$ cat src/rtl/csa_fault_sel_gen_p_if.sv
`default_nettype none
// ============================================================================
//  Module   : csa_fault_sel_gen_p_if
//  Purpose  : Session control, copy outputs and select-chain bundle for the
//             CSA fault mux-select generator.
//  Revision : 1.0 - initial release
// ============================================================================
interface csa_fault_sel_gen_p_if #(
    parameter int NCH = 4,
    parameter int W   = 6
);
    logic               start;
    logic               test;
    logic [NCH*W-1:0]   actual_output;
    logic [W-1:0]       desired_output;
    logic [NCH-1:0]     comp;
    logic [NCH-1:0]     fault_map;
    logic [NCH-2:0]     is;
    logic [NCH-1:0]     ss;
    logic               busy;
    logic               done;
    logic               multi_fault;

    modport master (
        output start, test, actual_output, desired_output,
        input  comp, fault_map, is, ss, busy, done, multi_fault
    );

    modport slave (
        input  start, test, actual_output, desired_output,
        output comp, fault_map, is, ss, busy, done, multi_fault
    );
endinterface
`default_nettype wire

$ cat src/rtl/csa_fault_sel_gen_p.sv
`default_nettype none
// ============================================================================
//  Module   : csa_fault_sel_gen_p
//  Purpose  : Compares NCH redundant copies against a golden value over a
//             bounded session and drives the CSA is/ss reconfiguration chain.
//  Revision : 1.0 - initial release
// ============================================================================
module csa_fault_sel_gen_p #(
    parameter int NCH    = 4,
    parameter int W      = 6,
    parameter int THRESH = 1,
    parameter int CNTW   = 4,
    parameter int NVEC   = 8
) (
    input  logic                    clk,
    input  logic                    init,
    csa_fault_sel_gen_p_if.slave    bus
);

    localparam int              VCW        = $clog2(NVEC + 1);
    localparam logic [VCW-1:0]  C_VEC_LAST = VCW'(NVEC - 1);
    localparam logic [CNTW-1:0] C_THRESH   = CNTW'(THRESH);
    localparam logic [CNTW-1:0] C_CNT_MAX  = {CNTW{1'b1}};

    typedef enum logic [1:0] {
        ST_IDLE = 2'd0,
        ST_RUN  = 2'd1,
        ST_DONE = 2'd2
    } state_t;

    state_t                     r_state;
    state_t                     w_state_nxt;
    logic [VCW-1:0]             r_vec_cnt;
    logic [NCH-1:0][CNTW-1:0]   r_cnt;
    logic [NCH-1:0][CNTW-1:0]   w_cnt_nxt;
    logic [NCH-1:0]             r_fault_map;
    logic [NCH-1:0]             w_fault_nxt;
    logic                       r_multi_fault;
    logic                       w_multi_nxt;
    logic                       w_seen;
    logic [NCH-1:0]             w_comp;
    logic [NCH-1:0]             w_ss;
    logic                       w_accept;
    logic                       w_last;

    // Per-copy mismatch detect, independent of state and test
    generate
        for (genvar g = 0; g < NCH; g++) begin : g_comp
            assign w_comp[g] = |(bus.actual_output[g*W +: W] ^ bus.desired_output);
        end
    endgenerate

    assign w_accept = (r_state == ST_RUN) && bus.test;
    assign w_last   = w_accept && (r_vec_cnt == C_VEC_LAST);

    always_ff @(posedge clk or posedge init) begin
        if (init) begin
            r_state <= ST_IDLE;
        end else begin
            r_state <= w_state_nxt;
        end
    end

    always_comb begin
        w_state_nxt = r_state;
        bus.busy    = 1'b0;
        bus.done    = 1'b0;
        case (r_state)
            ST_IDLE: begin
                if (bus.start) begin
                    w_state_nxt = ST_RUN;
                end
            end
            ST_RUN: begin
                bus.busy = 1'b1;
                if (w_last) begin
                    w_state_nxt = ST_DONE;
                end
            end
            ST_DONE: begin
                bus.done    = 1'b1;
                w_state_nxt = ST_IDLE;
            end
            default: begin
                w_state_nxt = ST_IDLE;
            end
        endcase
    end

    always_ff @(posedge clk or posedge init) begin
        if (init) begin
            r_vec_cnt <= '0;
        end else if ((r_state == ST_IDLE) && bus.start) begin
            r_vec_cnt <= '0;
        end else if (w_accept) begin
            r_vec_cnt <= r_vec_cnt + 1'b1;
        end
    end

    // Saturating history counters; fault flags track the post-edge count
    always_comb begin
        w_cnt_nxt   = r_cnt;
        w_fault_nxt = r_fault_map;
        w_multi_nxt = 1'b0;
        w_seen      = 1'b0;
        for (int i = 0; i < NCH; i++) begin
            if (w_accept && w_comp[i] && (r_cnt[i] != C_CNT_MAX)) begin
                w_cnt_nxt[i] = r_cnt[i] + 1'b1;
            end
            if (w_cnt_nxt[i] >= C_THRESH) begin
                w_fault_nxt[i] = 1'b1;
            end
            if (w_fault_nxt[i]) begin
                if (w_seen) begin
                    w_multi_nxt = 1'b1;
                end
                w_seen = 1'b1;
            end
        end
    end

    always_ff @(posedge clk or posedge init) begin
        if (init) begin
            r_cnt         <= '0;
            r_fault_map   <= '0;
            r_multi_fault <= 1'b0;
        end else begin
            r_cnt         <= w_cnt_nxt;
            r_fault_map   <= w_fault_nxt;
            r_multi_fault <= w_multi_nxt;
        end
    end

    // Each select is the OR of all fault flags at or below its index
    generate
        for (genvar k = 0; k < NCH; k++) begin : g_sel
            assign w_ss[k] = |r_fault_map[k:0];
        end
    endgenerate

    assign bus.comp        = w_comp;
    assign bus.fault_map   = r_fault_map;
    assign bus.ss          = w_ss;
    assign bus.is          = w_ss[NCH-2:0];
    assign bus.multi_fault = r_multi_fault;

endmodule
`default_nettype wire
$ cat src/flat_wrapper.sv
// flat-port wrapper written by rule: the top's interface ports become plain ports
module csa_fault_sel_gen_p_flat 
#(
    parameter int NCH    = 4,
    parameter int W      = 6,
    parameter int THRESH = 1,
    parameter int CNTW   = 4,
    parameter int NVEC   = 8
)
  (clk, init, bus_start, bus_test, bus_actual_output, bus_desired_output, bus_comp, bus_fault_map, bus_is, bus_ss, bus_busy, bus_done, bus_multi_fault);
  csa_fault_sel_gen_p_if #(.NCH(NCH), .W(W)) bus_i ();
  input  logic clk;
  input  logic init;
  input wire logic [$bits(bus_i.start)-1:0] bus_start;
  input wire logic [$bits(bus_i.test)-1:0] bus_test;
  input wire logic [$bits(bus_i.actual_output)-1:0] bus_actual_output;
  input wire logic [$bits(bus_i.desired_output)-1:0] bus_desired_output;
  output wire logic [$bits(bus_i.comp)-1:0] bus_comp;
  output wire logic [$bits(bus_i.fault_map)-1:0] bus_fault_map;
  output wire logic [$bits(bus_i.is)-1:0] bus_is;
  output wire logic [$bits(bus_i.ss)-1:0] bus_ss;
  output wire logic [$bits(bus_i.busy)-1:0] bus_busy;
  output wire logic [$bits(bus_i.done)-1:0] bus_done;
  output wire logic [$bits(bus_i.multi_fault)-1:0] bus_multi_fault;
  assign bus_i.start = bus_start;
  assign bus_i.test = bus_test;
  assign bus_i.actual_output = bus_actual_output;
  assign bus_i.desired_output = bus_desired_output;
  assign bus_comp = bus_i.comp;
  assign bus_fault_map = bus_i.fault_map;
  assign bus_is = bus_i.is;
  assign bus_ss = bus_i.ss;
  assign bus_busy = bus_i.busy;
  assign bus_done = bus_i.done;
  assign bus_multi_fault = bus_i.multi_fault;
  csa_fault_sel_gen_p #(.NCH(NCH), .W(W), .THRESH(THRESH), .CNTW(CNTW), .NVEC(NVEC)) u_core (.clk(clk), .init(init), .bus(bus_i));
endmodule
$ cat config.mk
export PLATFORM = sky130hd
export DESIGN_NAME = csa_fault_sel_gen_p_flat
export DESIGN_NICKNAME = d
export VERILOG_FILES = /design/src/rtl/csa_fault_sel_gen_p_if.sv /design/src/rtl/csa_fault_sel_gen_p.sv /design/src/flat_wrapper.sv
export SDC_FILE = /design/constraint.sdc
export NUM_CORES = 1
export LEC_CHECK = 0
export ABC_AREA = 1
export CORE_MARGIN = 2
export CORE_UTILIZATION = 49
export CTS_CLUSTER_SIZE = 40
export DETAILED_ROUTE_END_ITERATION = 8
export MAX_ROUTING_LAYER = met4
export PLACE_DENSITY = 0.91
export SYNTH_ARGS = -nofsm -noshare
export SYNTH_HDL_FRONTEND = slang
export SYNTH_SLANG_ARGS = --single-unit
$ cat constraint.sdc
create_clock -name clk -period 2.2 [get_ports clk]
set_input_delay 0.44 -clock clk [delete_from_list [all_inputs] [get_ports clk]]
set_output_delay 0.44 -clock clk [all_outputs]
set_load 0.02 [all_outputs]
==> metrics.md <==
| Metric | Value |
|---|---|
| Status | `finished clean` |
| Cell Int Power | `~1.3 mW` |
| Detailed-placement wirelength estimate | `3.73 mm` |
| Clock power share | `0.130` |
| Slew @ Worst Pin | `0.436 ns` |
| Commonest cells post-synth | `nand2_1, inv_1, dfrtp_1` |
| Drt total wl | `approximately 4.4 mm` |
| GRT Residual Overflow | `0` |
| Initial Util | `0.520` |
| Most frequent cell after synthesis | `nand2_1` |
| Detailed Route Iter0 Violations | `92` |
| Synth area leader | `dfrtp_1` |
| Syn-to-layout area delta | `37.0%` |
| CTS tree | `done` |
| Row count | `22` |
| Synth area leaders | `dfrtp_1, nand2_1, inv_1, nand3_1, nor2_1` |
| Post-route cell area | `between 2000 and 3000 um^2` |
| Tmin final | `approximately 2.1 ns` |
| Combinational power share | `0.484` |
| Ys async rst share | `1.00` |
| Via density | `4.78` |
| CP Capture Point | `bus_comp[1]` |
| Die width | `approximately 67 um` |
| Routability cong. | `0.822` |
| Total of max-cap violations | `0` |
| Type of the tightest min-delay check | `primary input to asynchronous set/reset pin` |
| Min Hold Slack | `about 0.5 ns` |
| Clock tree sinks | `27` |
| GRT Overall Usage | `0.224` |
| Diodes inserted | `0` |
| First-pass GRT wire length | `between 7 and 8 mm` |
| Post-synthesis cell area | `~1900 um^2` |
| Period utilisation layout | `0.953` |
| Largest net degree at the start of global routing | `28` |
| Mapped Cells | `276` |
| Reg clk slew, reported paths | `roughly 0.10 ns` |
| Max-slew violations | `0` |
| Critical Path RT | `roughly 1.8 ns` |
| Netlist cell types | `27` |
| Lkg Pwr | `1.43 nW` |
| Sequential share of power | `0.386` |
| Worst relative slew slack | `0.707` |
| Flop2flop setup slack | `0.37 ns` |
| Hold Violations, Final | `0` |
| Core area | `about 3700 um^2` |
| CP max FO | `2` |
| Initial antenna violation count | `0` |
| Area fraction of the dominant cell type after synthesis | `0.350` |
| Critical path endpoint category | `output pin` |
| Setup-failing EPs final | `0` |
| Data arrival time of the worst path | `about 1.7 ns` |
| Startpoint Class | `primary input` |
| Root Driver | `clkbuf_8` |
| EDFF count, synth | `0` |
| R2R Path End | `u_core.bus.multi_fault` |
| FF+latch count, synth | `27` |
| Syn avg cell area | `approximately 7 um^2` |
| Drt first pass iters | `4` |
| Layout cell share with drive strength beyond 1 | `0.157` |
| DR vias | `about 1900` |
| Power Total | `~2.2 mW` |
| PortBufs | `51` |
| Full die area | `roughly 4500 um^2` |
| Register area share after synthesis | `0.350` |
| R2R cell count | `13` |
| # IOs | `52` |
| Psw | `0.906 mW` |
| Sw frac | `0.411` |
| Peak VDD IR | `756 uV` |
| Vias in the first global route | `~1800` |
| WL/cell | `between 10 and 15 um` |
| CP Class | `primary input to output pin` |
| Post-synth net total | `315` |
| CTS Buf Count | `3` |
| H-tree levels | `1` |
| Die Y | `66.8 um` |
| Pwr/cell area | `roughly 830 nW/um^2` |
| Clock Skew | `around 0.0063 ns` |
| Nets | `383` |
| Clk_lat worst skew | `about 0.28 ns` |
| Top FF cell, synth | `dfrtp_1` |
| Max Freq | `between 400 and 500 MHz` |
| CTS Buffer Depth | `2` |
| DP Area | `2590 um^2` |
| Final ANT Viol Nets | `0` |
| CP startpoint | `bus_actual_output[10]` |
| Yosys Warn Count | `0` |
| Filler Cells Inserted | `~280` |
| # DRC | `0` |
| Reg2reg start | `u_core.r_cnt[0]` |
state kept, by name, indices dropped and copies added, names as in the netlist:
name                    flops
u_core.bus.multi_fault      1
u_core.r_vec_cnt            4
u_core.r_state              2
u_core.r_cnt               16
u_core.bus.fault_map        4
cells by family after synthesis:
family,Yosys count,synth area share
simple gates,167,0.400
buf+inv,55,0.119
flops,27,0.350
compound gates,11,0.0499
xor+xnor,11,0.0499
fa+ha+maj,5,0.0324
layer usage:
layer	vias to the layer above	GRT usage	routed length (um)	part of all wire
met5	-	-	0	0
met4	0	0.0332	38	0.0086
met3	4	0.0372	108	0.024
met2	29	0.409	2380	0.54
met1	852	0.264	1900	0.43
li1	983	-	-	-
per-stage QoR:
| stage | cells | setup TNS (ns) | utilization | setup WS [ns] |
|---|---|---|---|---|
| detailed placement | 387 | -1.19 | 0.697 | -0.256 |
| floorplan | 276 | 0 | - | 0.529 |
| global route | 391 | -0.0148 | 0.712 | -0.0148 |
| global placement | 387 | -1.01 | 0.697 | -0.224 |
| CTS | 391 | 0 | 0.707 | 0.0140 |
| finish | 391 | 0 | 0.712 | 0.104 |
power by group through the flow:
| stage | logic [mW] | clock network, mW | registers (mW) |
|---|---|---|---|
| after detailed placement | 1.07 | 0 | 0.858 |
| after floorplan | 0.729 | 0 | 0.821 |
| after global routing | 1.22 | 0.309 | 0.881 |
| final | 1.07 | 0.286 | 0.851 |
| after CTS | 1.07 | 0.288 | 0.848 |
| after global placement | 1.01 | 0 | 0.849 |
what timing repair did:
action,CTS,global route
resized for setup,9,7
pin swaps,0,1
hold buffers,0,0
setup buffers,0,0
endpoints found under the hold margin,0,0
setup endpoints to repair,4,5
placed cells by master, fill, tap and decap left out, drive strengths merged, types with 2 or more instances in the layout:
master,instances
nand2,107
inv,50
clkdlybuf4s50,41
dfrtp,27
nor2,25
nand3,25
buf,17
nand4,8
dlygate4sd2,7
xnor2,6
xor2,5
ha,5
o21ai,5
a31oi,4
clkbuf,3
dlymetal6s2s,2
worst min-delay path by stage:
stage	to	cells after the start	slack, ns	from
floorplan	u_core.r_state[1]	1	0.44	u_core.r_vec_cnt[3]
global placement	u_core.r_state[1]	1	0.48	u_core.r_vec_cnt[3]
detailed placement	u_core.r_state[1]	1	0.49	u_core.r_vec_cnt[3]
CTS	u_core.r_state[1]	1	0.51	u_core.r_vec_cnt[3]
global route	u_core.r_state[1]	1	0.55	u_core.r_vec_cnt[3]
finish	u_core.r_cnt[10]	3	0.51	init
critical path, cell delays in order:
cell and delay, ns:
clkdlybuf4s50_1 0.49, inv_1 0.05, nand2_1 0.05, nand2_1 0.07
nor2_1 0.14, nand3_2 0.09, dlygate4sd2_1 0.33
area by class of cell:
cell class | instances | area (um^2) | area share
multi-input cells | 194 | 1040 | 0.394
flip-flops and latches | 27 | 676 | 0.255
repair buffers | 68 | 634 | 0.240
inverters | 50 | 188 | 0.0709
well taps | 48 | 60.1 | 0.0227
clock buffers | 3 | 41.3 | 0.0156
clock inverters | 1 | 5.00 | 0.00189
No activity file was read; power rests on OpenSTA's default activity.
